File: config.mk
export PLATFORM = sky130hd
export DESIGN_NAME = addsub_seq
export DESIGN_NICKNAME = d
export VERILOG_FILES = /design/src/rtl/addsub_seq.sv
export SDC_FILE = /design/constraint.sdc
export NUM_CORES = 1
export LEC_CHECK = 0
export CELL_PAD_IN_SITES_DETAIL_PLACEMENT = 1
export CELL_PAD_IN_SITES_GLOBAL_PLACEMENT = 2
export CORE_AREA = 2 2 104 106
export DETAILED_ROUTE_END_ITERATION = 12
export DIE_AREA = 0 0 106 108
export PLACE_DENSITY = 0.81
export SLEW_MARGIN = 10
export SYNTH_ARGS = -nofsm -noshare
export SYNTH_HDL_FRONTEND = slang
export SYNTH_SLANG_ARGS = --single-unit
File: constraint.sdc
create_clock -name clk -period 4.6 [get_ports clk]
set_input_delay 0.92 -clock clk [delete_from_list [all_inputs] [get_ports clk]]
set_output_delay 0.92 -clock clk [all_outputs]
set_load 0.02 [all_outputs]
File: src/rtl/addsub_seq.sv
// Chunk-serial adder/subtractor: CHUNK bits per clock, N = WIDTH/CHUNK cycles.
// Define ADDSUB_STICKY_OVF_EN to build the sticky overflow register.
module addsub_seq #(
    parameter int WIDTH = 16,
    parameter int CHUNK = 4
) (
    input  logic             clk,
    input  logic             reset,
    input  logic             in_valid,
    output logic             in_ready,
    input  logic [1:0]       opCode,
    input  logic [WIDTH-1:0] A,
    input  logic [WIDTH-1:0] B,
    input  logic             CarryIN,
    output logic             out_valid,
    input  logic             out_ready,
    output logic [WIDTH-1:0] Y,
    output logic             CarryOUT,
    output logic             overflow,
    output logic             opError,
    input  logic             clear,
    output logic             ovfSticky
);

    localparam int N  = WIDTH / CHUNK;
    localparam int IW = (N > 1) ? $clog2(N) : 1;

    typedef enum logic [1:0] {IDLE, RUN, DONE} state_t;

    state_t state, state_nxt;

    logic [WIDTH-1:0] a_q, b_q, y_acc;
    logic [IW-1:0]    idx;
    logic             carry;
    logic             op_ok;
    logic             a_msb, b_msb;

    logic [CHUNK:0]   csum;
    logic [WIDTH-1:0] y_nxt, a_rot, b_rot;
    logic             last, ovf_nxt;

    // Operands rotate so chunk i is always in the low bits; after N
    // rotations a_q is back to the original A.
    assign csum  = {1'b0, a_q[CHUNK-1:0]} + {1'b0, b_q[CHUNK-1:0]}
                 + (CHUNK+1)'(carry);
    assign a_rot = (a_q >> CHUNK) | (a_q << (WIDTH - CHUNK));
    assign b_rot = (b_q >> CHUNK) | (b_q << (WIDTH - CHUNK));
    assign y_nxt = (y_acc >> CHUNK)
                 | (WIDTH'(csum[CHUNK-1:0]) << (WIDTH - CHUNK));
    assign last    = (idx == IW'(N - 1));
    assign ovf_nxt = op_ok & (a_msb == b_msb) & (y_nxt[WIDTH-1] != a_msb);

    always_ff @(posedge clk) begin
        if (reset) state <= IDLE;
        else       state <= state_nxt;
    end

    always_comb begin
        state_nxt = state;
        case (state)
            IDLE:    if (in_valid)  state_nxt = RUN;
            RUN:     if (last)      state_nxt = DONE;
            DONE:    if (out_ready) state_nxt = IDLE;
            default:                state_nxt = IDLE;
        endcase
    end

    always_comb begin
        in_ready  = (state == IDLE);
        out_valid = (state == DONE);
    end

    always_ff @(posedge clk) begin
        if (reset) begin
            a_q      <= '0;
            b_q      <= '0;
            y_acc    <= '0;
            idx      <= '0;
            carry    <= 1'b0;
            op_ok    <= 1'b0;
            a_msb    <= 1'b0;
            b_msb    <= 1'b0;
            Y        <= '0;
            CarryOUT <= 1'b0;
            overflow <= 1'b0;
            opError  <= 1'b0;
        end else begin
            case (state)
                IDLE: begin
                    if (in_valid) begin
                        a_q   <= A;
                        b_q   <= (opCode == 2'b10) ? ~B : B;
                        a_msb <= A[WIDTH-1];
                        b_msb <= (opCode == 2'b10) ? ~B[WIDTH-1]
                                                   : B[WIDTH-1];
                        carry <= CarryIN;
                        op_ok <= (opCode == 2'b01) || (opCode == 2'b10);
                        idx   <= '0;
                        y_acc <= '0;
                    end
                end
                RUN: begin
                    a_q   <= a_rot;
                    b_q   <= b_rot;
                    y_acc <= y_nxt;
                    carry <= csum[CHUNK];
                    idx   <= idx + IW'(1);
                    if (last) begin
                        Y        <= op_ok ? y_nxt : a_rot;
                        CarryOUT <= op_ok & csum[CHUNK];
                        overflow <= ovf_nxt;
                        opError  <= ~op_ok;
                    end
                end
                default: ;
            endcase
        end
    end

`ifdef ADDSUB_STICKY_OVF_EN
    logic sticky_q;

    always_ff @(posedge clk) begin
        if (reset)                                sticky_q <= 1'b0;
        else if (state == RUN && last && ovf_nxt) sticky_q <= 1'b1;
        else if (clear)                           sticky_q <= 1'b0;
    end

    assign ovfSticky = sticky_q;
`else
    logic unused_clear;
    assign unused_clear = clear;
    assign ovfSticky    = 1'b0;
`endif

endmodule
-- Yosys cells after proc, flatten, opt, wreduce, memory -nomap -nowiden
Cells that the tools add are included.
- register bits: 75
- bits in latches: 0
- bits in writable memories: 0
- memory bits (read-only): 0
- input bits: 40
- output and inout port bits: 22
- word-level logic and storage cells: 59
- memories: 0
- add/subtract/negate cells: 3
- multiply operators: 0
- div/mod/pow operators: 0
- $lt $le $gt $ge: 0
- eq/ne operators: 10
- shift-type cells: 0
- multiplexer cells: 17
- bitwise gates (word level): 9
- reduce and logical (&&, ||, !) cells: 7
- operators with widths (kind ; count):
    16-bit case mux with 2 select lines ; 3
    16-bit two-way mux ; 5
    12-bit by 16-bit OR with 16-bit output ; 3
    16-bit inverter ; 1
    2-bit two-way mux ; 4
    2-bit == test, second input constant ; 3
    2-bit case mux with 3 select lines ; 1
    2-bit AND reduction ; 3
    4-bit by 4-bit adder with 5-bit output ; 1
    5-bit by 1-bit adder with 5-bit output ; 1
    2-bit by 1-bit == test with 1-bit output, second input constant ; 2
    2-bit != test, second input constant ; 2
    2-bit case mux with 2 select lines ; 1
    1-bit bitwise AND ; 3
    3-bit AND reduction ; 1
    2-bit by 1-bit adder with 2-bit output, second input constant ; 1
    2-bit logical NOT ; 1
    1-bit two-way mux ; 2
    2-bit by 1-bit != test with 1-bit output, second input constant ; 1
    1-bit inverter ; 2
    1-bit case mux with 2 select lines ; 1
    2-bit nonzero test ; 1
    1-bit == test ; 1
    1-bit logical OR ; 1
    1-bit != test ; 1

-- Longest topological paths before layout
Gate-level depths: netlist of run 1.
- depth after elaboration: 5
- depth in mapped cells: 8
- depth with buffers taken out: 7

-- Worst setup path before layout of run 1
Ideal clock, no wire load.
- kind: input to register
- start point: input port opCode[0]
- end point: register b_q[14]
- data arrival time: 2040 ps
- data required time: 4530 ps
- setup slack: 2489 ps
- stages: 8
- path buffers: 2
- cell sequence: inv_1 > ha_1 > buf_4 > buf_4 > xor2_1 > a22oi_1 > or2_2 > a21oi_1
- cells in the longest elaborated chain, start to end: 4
- ends and longest elaborated chain (what ; line ; RTL):
    start: declaration ; 11 ; input logic [1:0] opCode,
    2-bit == test ; 92 ; b_q <= (opCode == 2'b10) ? ~B : B;
    16-bit two-way mux ; 92 ;
    16-bit two-way mux ; 90 ; if (in_valid) begin
    16-bit case mux with 2 select lines ; 88 ; case (state)
    end signal: assignment ; 92 ;
    end signal: assignment ; 104 ; b_q <= b_rot;
    end: declaration ; 32 ; logic [WIDTH-1:0] a_q, b_q, y_acc;
Every way passes these cells. The select of a mux whose other input is x is not followed.
A chain may end at the register's enable or synchronous reset.

-- Worst setup path in the final report of run 1
- start point: register state[1]
- end point: output port out_valid
- cells in the longest elaborated chain, start to end: 1
- ends and longest elaborated chain (what ; line ; RTL):
    start: declaration ; 30 ; state_t state, state_nxt;
    start signal: assignment ; 55 ; else state <= state_nxt;
    2-bit == test ; 70 ; out_valid = (state == DONE);
    end: declaration ; 15 ; output logic out_valid,
Every way passes these cells.

==> impl_metrics.ini, run 1 <==
[synthesis]
synth_area_um2 = 3431
synth_seq_cells = 71
synth_nets = 444
synthFlopType = dfxtp_1
ys_types = 42
synth_edf_count = 0
synth_warnings = 0
synthArstFlopShare = 0
syn_avg_cell_area_um2 = 8.642
seq_area_frac_synth = 0.4143
syn_inst = 397

[worst_setup_path]
critPathSlowestCell = dfxtp_1
critPathLaunchType = flop
cp.arrival_ns = 2.02
cp_num_buf_inv = 1
slowest_delay_ns = 0.78
required_ns = 3.68
worstPathMaxFanout = 23
cp_top_family = flip-flops
worstSetupEndpointType = output pin
path_class = flop to output pin
crit_chain = nor2b_1, clkdlybuf4s50_1

[global_routing]
grtUsageTotal = 0.1642
grt_max_degree = 46
grt_pass1_wl_mm = 14.64
grt_pass1_vias = 2864
grt_overflow = 0
grt_antenna_before_repair = 0

[final_layout]
final_common_cell = dfxtp_1
fin_cells = 577
nNetsFinal = 483
drive_gt1_frac = 0.1202
diodes = 0
syn2layout_area_growth_pct = 23.05
layout_common_cells = 71 x dfxtp_1, 67 x nand2_1, 58 x clkdlybuf4s50_1

[sta]
finalCriticalPeriod_ns = 2.936
slew_viol_final = 0
rsz0062_at_grt = no
clock_skew_ns = 0.01099
relSlewSlack = 0.2309
hold_viol = 0
timing.final.crit_share = 0.6382
finalSetupViolCount = 0
fmax_ghz = 0.3406
worst_pin_slew_ns = 1.152
tns_ns = 0

[die]
start_util = 0.3353
die-area_um2 = 11450
placeableCoreArea_um2 = 10230
io_pins = 62
rows = 37
die_w_um = 106
fp.dieH_um = 108

[cts]
cts.sinks = 71
post_cts_resized = 0
cts_tree = yes
ctsHoldBuffers = 0
clock_latency_ns = 0.35
path_clk_slew_ns = 0.08
clock-root-buffer = clkbuf_8
clockBufferDepth = 2
htree_levels = 3
postCtsSetupBuffers = 0
numCtsBuffers = 9

[hold_path]
hold_path.class = flop to flop

[pwr]
powerDensity_nw_per_um2 = 329.7
finalPower_w = 0.001392
ir_drop_mv = 0.1606
leakage_nw = 1.503

[placed_design]
place_hpwl_mm = 6.115
io_buffers = 59
gp_congestion = 0.7452
dpl.cell_count = 561

[outcome]
outcome = completed

[drt]
via_count = 2857
vias_per_cell = 4.951
routedWlPerCell_um = 15.31
wl_mm = 8.834
drt_iter0_drc = 84
first_pass_iters = 4
drcViolationCount = 0
ant_nets = 0

[run]
drv_cap = 0
[worst register-to-register path: stages (launching register included)]
cell      delay (ns)
dfxtp_1         0.88
and3b_1         1.03
nand3b_1        0.20
a211o_1         0.32
nand3_1         0.06
[per-stage QoR]
stage	setup WS, ns	area [µm²]	hold WS [ns]	utilization
floorplan	2.489	3431	0.4366	-
global placement	1.596	4039	0.4433	0.3948
detailed placement	1.524	4039	0.4510	0.3948
CTS	1.619	4222	0.4619	0.4126
global route	1.538	4222	0.4863	0.4126
finish	1.664	4222	0.4607	0.4126
[cells by family after synthesis]
kind of cell / share of synthesized area
xor gates and xnor gates: 0.04340
AOI/OAI and AO/OA: 0.2090
adders and majority gates: 0.02991
buffers and inverters: 0.05507
DFF: 0.4143
muxes: 0.04084
and+or+nand+nor: 0.2064
other: 0.001093
[registers in the layout, summed over array words and instances, names as in the netlist, 2 cells and up]
signal and flops:
Y 16, b_q 16, state 2, y_acc 12
a_q 16, idx 2
[Yosys cell counts, types with 12 or more instances]
cell / count / area (µm²)
dfxtp_1: 71 / 1421
nand2_1: 67 / 251.5
nor2_1: 43 / 161.4
a21oi_1: 33 / 165.2
clkbuf_1: 17 / 63.81
a22oi_1: 16 / 120.1
xor2_1: 16 / 140.1
a211oi_1: 15 / 112.6
a311oi_2: 15 / 225.2
mux2i_1: 14 / 140.1
or2_2: 14 / 87.58
nand3_1: 12 / 60.06
[final cells by class]
| class | count | area [µm²] |
|---|---|---|
| clock buffers | 10 | 137.6 |
| clock inverters | 6 | 45.04 |
| fillers | 1209 | 6010 |
| inverters | 5 | 18.77 |
| multi-input cells | 287 | 1821 |
| flip-flops and latches | 71 | 1421 |
| well taps | 136 | 170.2 |
| repair buffers | 62 | 608.1 |
[worst paths after layout]
path                                             from                     to  slack, ns  depth (start not counted)
worst min register to register    b_q[5]$_SDFFE_PP0P_    b_q[5]$_SDFFE_PP0P_       0.46                          2
worst max register to register  state[0]$_SDFFE_PP0P_  overflow$_SDFFE_PP0P_       2.06                          4
worst min-delay path              b_q[5]$_SDFFE_PP0P_    b_q[5]$_SDFFE_PP0P_       0.46                          2
worst max-delay path            state[1]$_SDFFE_PP0P_              out_valid       1.66                          2
[report_power, final]
| part | internal, W | switching, W | total, W |
|---|---|---|---|
| clock network | 0.000213 | 0.000253 | 0.000466 |
| logic | 0.000108 | 0.000126 | 0.000234 |
| registers | 0.000650 | 0.0000411 | 0.000691 |
| total | 0.000971 | 0.000421 | 0.00139 |
[metal layers]
layer | global-route usage | routed length, µm | vias up
met5 | 0 | 0 | -
met4 | 0.06015 | 121 | 0
met3 | 0.03134 | 287 | 11
met2 | 0.2631 | 4015 | 51
met1 | 0.2208 | 4409 | 1353
li1 | - | - | 1442
No activity file was read; power rests on OpenSTA's default activity.
==> run 2: changes to the inputs <==
--- a/config.mk
+++ b/config.mk
@@ -7,10 +7,10 @@
 export LEC_CHECK = 0
 export CELL_PAD_IN_SITES_DETAIL_PLACEMENT = 1
 export CELL_PAD_IN_SITES_GLOBAL_PLACEMENT = 2
-export CORE_AREA = 2 2 104 106
+export CORE_AREA = 2 2 114 116
 export DETAILED_ROUTE_END_ITERATION = 12
-export DIE_AREA = 0 0 106 108
-export PLACE_DENSITY = 0.81
+export DIE_AREA = 0 0 116 118
+export PLACE_DENSITY = 0.71
 export SLEW_MARGIN = 10
 export SYNTH_ARGS = -nofsm -noshare
 export SYNTH_HDL_FRONTEND = slang
==> constraint.sdc (replaced) <==
create_clock -name clk -period 2.52 [get_ports clk]
set_input_delay 0.504 -clock clk [delete_from_list [all_inputs] [get_ports clk]]
set_output_delay 0.504 -clock clk [all_outputs]
set_load 0.02 [all_outputs]
==> run 2 against run 1 <==
Effect of this change:
- register-to-register slack got worse by 1.5 ns
- non-clock buffer count rose by 8
- cell area rose by 5.5%
- sequential power rose by 81%
- total power rose by 110%
==> impl_metrics.ini, run 2 (synthesized netlist as in run 1, its figures left out) <==
[worst_setup_path]
cp.arrival_ns = 1.71
path_class = flop to output pin
worstPathMaxFanout = 14
cp_num_buf_inv = 1
required_ns = 2.02
critPathLaunchType = flop
worstSetupEndpointType = output pin
slowest_delay_ns = 0.66
critPathLaunch = state[0]$_SDFFE_PP0P_
reg2reg_from = state[0]$_SDFFE_PP0P_
critPathSlowestCell = dfxtp_1
crit_chain = nor2b_1, clkdlybuf4s50_1
cp_top_family = flip-flops

[cts]
clock_latency_ns = 0.34
post_cts_resized = 0
path_clk_slew_ns = 0.06
htree_levels = 3
cts_tree = yes
numCtsBuffers = 9
postCtsSetupBuffers = 0
clock-root-buffer = clkbuf_16
clockBufferDepth = 2
cts.sinks = 71
ctsHoldBuffers = 0

[placed_design]
place_hpwl_mm = 6.488
preCtsSetupSlack_ns = 0.2762
gp_congestion = 0.7595
placed_area_um2 = 4169
io_buffers = 59

[final_layout]
drive_gt1_frac = 0.1359
seqCellArea_um2 = 1421
fin_area_um2 = 4454
diodes = 0
syn2layout_area_growth_pct = 29.83
layout_common_cells = 71 x dfxtp_1, 67 x nand2_1, 58 x clkdlybuf4s50_1
fin_util = 0.3588
multi_input_area_um2 = 1821
nFillCells = 1485
final_common_cell = dfxtp_1
nNetsFinal = 491
largest_registers = Y x16, a_q x16, b_q x16

[run]
drv_cap = 0

[sta]
rsz0062_at_grt = no
hold_viol = 0
worst_pin_slew_ns = 0.6341
fmax_ghz = 0.4514
relSlewSlack = 0.5773
finalSetupViolCount = 0
slew_viol_final = 0
tns_ns = 0
timing.final.crit_share = 0.8790
clock_skew_ns = 0.008009
finalCriticalPeriod_ns = 2.215
setup_ws_ns = 0.3048

[outcome]
outcome = completed

[pwr]
p_int_w = 0.002084
pwr-share-seq = 0.423
powerDensity_nw_per_um2 = 661.0
leakage_nw = 1.594
switching_share = 0.2923
p_comb_frac = 0.157
clock_power_share = 0.420
ir_drop_mv = 0.2526
p_switching_w = 0.0008605

[hold_path]
hp-start = Y[13]$_SDFFE_PP0P_
hold_path.class = flop to flop

[die]
start_util = 0.2764
io_pins = 62
die_w_um = 116
fp.dieH_um = 118
placeableCoreArea_um2 = 12410
die-area_um2 = 13690
rows = 41

[drt]
ant_nets = 0
drcViolationCount = 0
drt_iter0_drc = 124
first_pass_iters = 4
via_count = 2887
wl_mm = 9.109
vias_per_cell = 4.649
routedWlPerCell_um = 14.67

[global_routing]
grt_pass1_vias = 2995
grt_max_degree = 44
grt_antenna_before_repair = 0
grt_overflow = 0
grt_pass1_wl_mm = 15.19
grtUsageTotal = 0.1428
-- run 2: stage by stage --
stage | power (W) | instances | hold slack, ns
finish | 0.002944 | 621 | 0.4557
global route | 0.003095 | 621 | 0.4818
CTS | 0.002993 | 621 | 0.4595
detailed placement | 0.001744 | 605 | 0.4505
global placement | 0.001732 | 605 | 0.4438
floorplan | 0.001575 | 397 | 0.4366
-- run 2: final timing paths --
| path | slack (ns) | endpoint | cells past startpoint |
|---|---|---|---|
| max | 0.30 | out_valid | 2 |
| min | 0.46 | Y[13]$_SDFFE_PP0P_ | 2 |
| max reg2reg | 0.53 | a_q[12]$_SDFFE_PP0P_ | 5 |
| min reg2reg | 0.46 | Y[13]$_SDFFE_PP0P_ | 2 |
-- run 2: final cells by class --
| type | count | area share |
|---|---|---|
| Sequential cell | 71 | 0.3191 |
| Timing Repair Buffer | 70 | 0.1556 |
| Inverter | 5 | 0.004213 |
| Clock buffer | 9 | 0.05056 |
| Clock inverter | 7 | 0.01348 |
| Tap cell | 172 | 0.04831 |
| Multi-Input combinational cell | 287 | 0.4087 |
-- run 2: power groups by stage --
stage / clock network (W) / registers [W] / logic (W)
5_1_grt: 0.00132 / 0.00126 / 0.000519
4_1_cts: 0.00127 / 0.00125 / 0.000473
3_5_place_dp: 0 / 0.00127 / 0.000471
6_report: 0.00124 / 0.00125 / 0.000463
2_1_floorplan: 0 / 0.00125 / 0.000326
3_3_place_gp: 0 / 0.00127 / 0.000461
-- run 2: worst reg2reg max path: cells and delay by family, from the launching register on --
kind / cells / cell delay (ns)
AO/OA/AOI/OAI: 1 / 0.26
buffers and inverters: 1 / 0.27
flip-flops: 1 / 0.48
AND/OR/NAND/NOR: 3 / 0.90
-- run 2: per-layer routing --
metal,wire length [µm],global-route usage,share of wire
met1,4454,0.1866,0.49
met4,136,0.05208,0.015
met5,0,0,0
met2,4227,0.2306,0.46
met3,290,0.02935,0.032
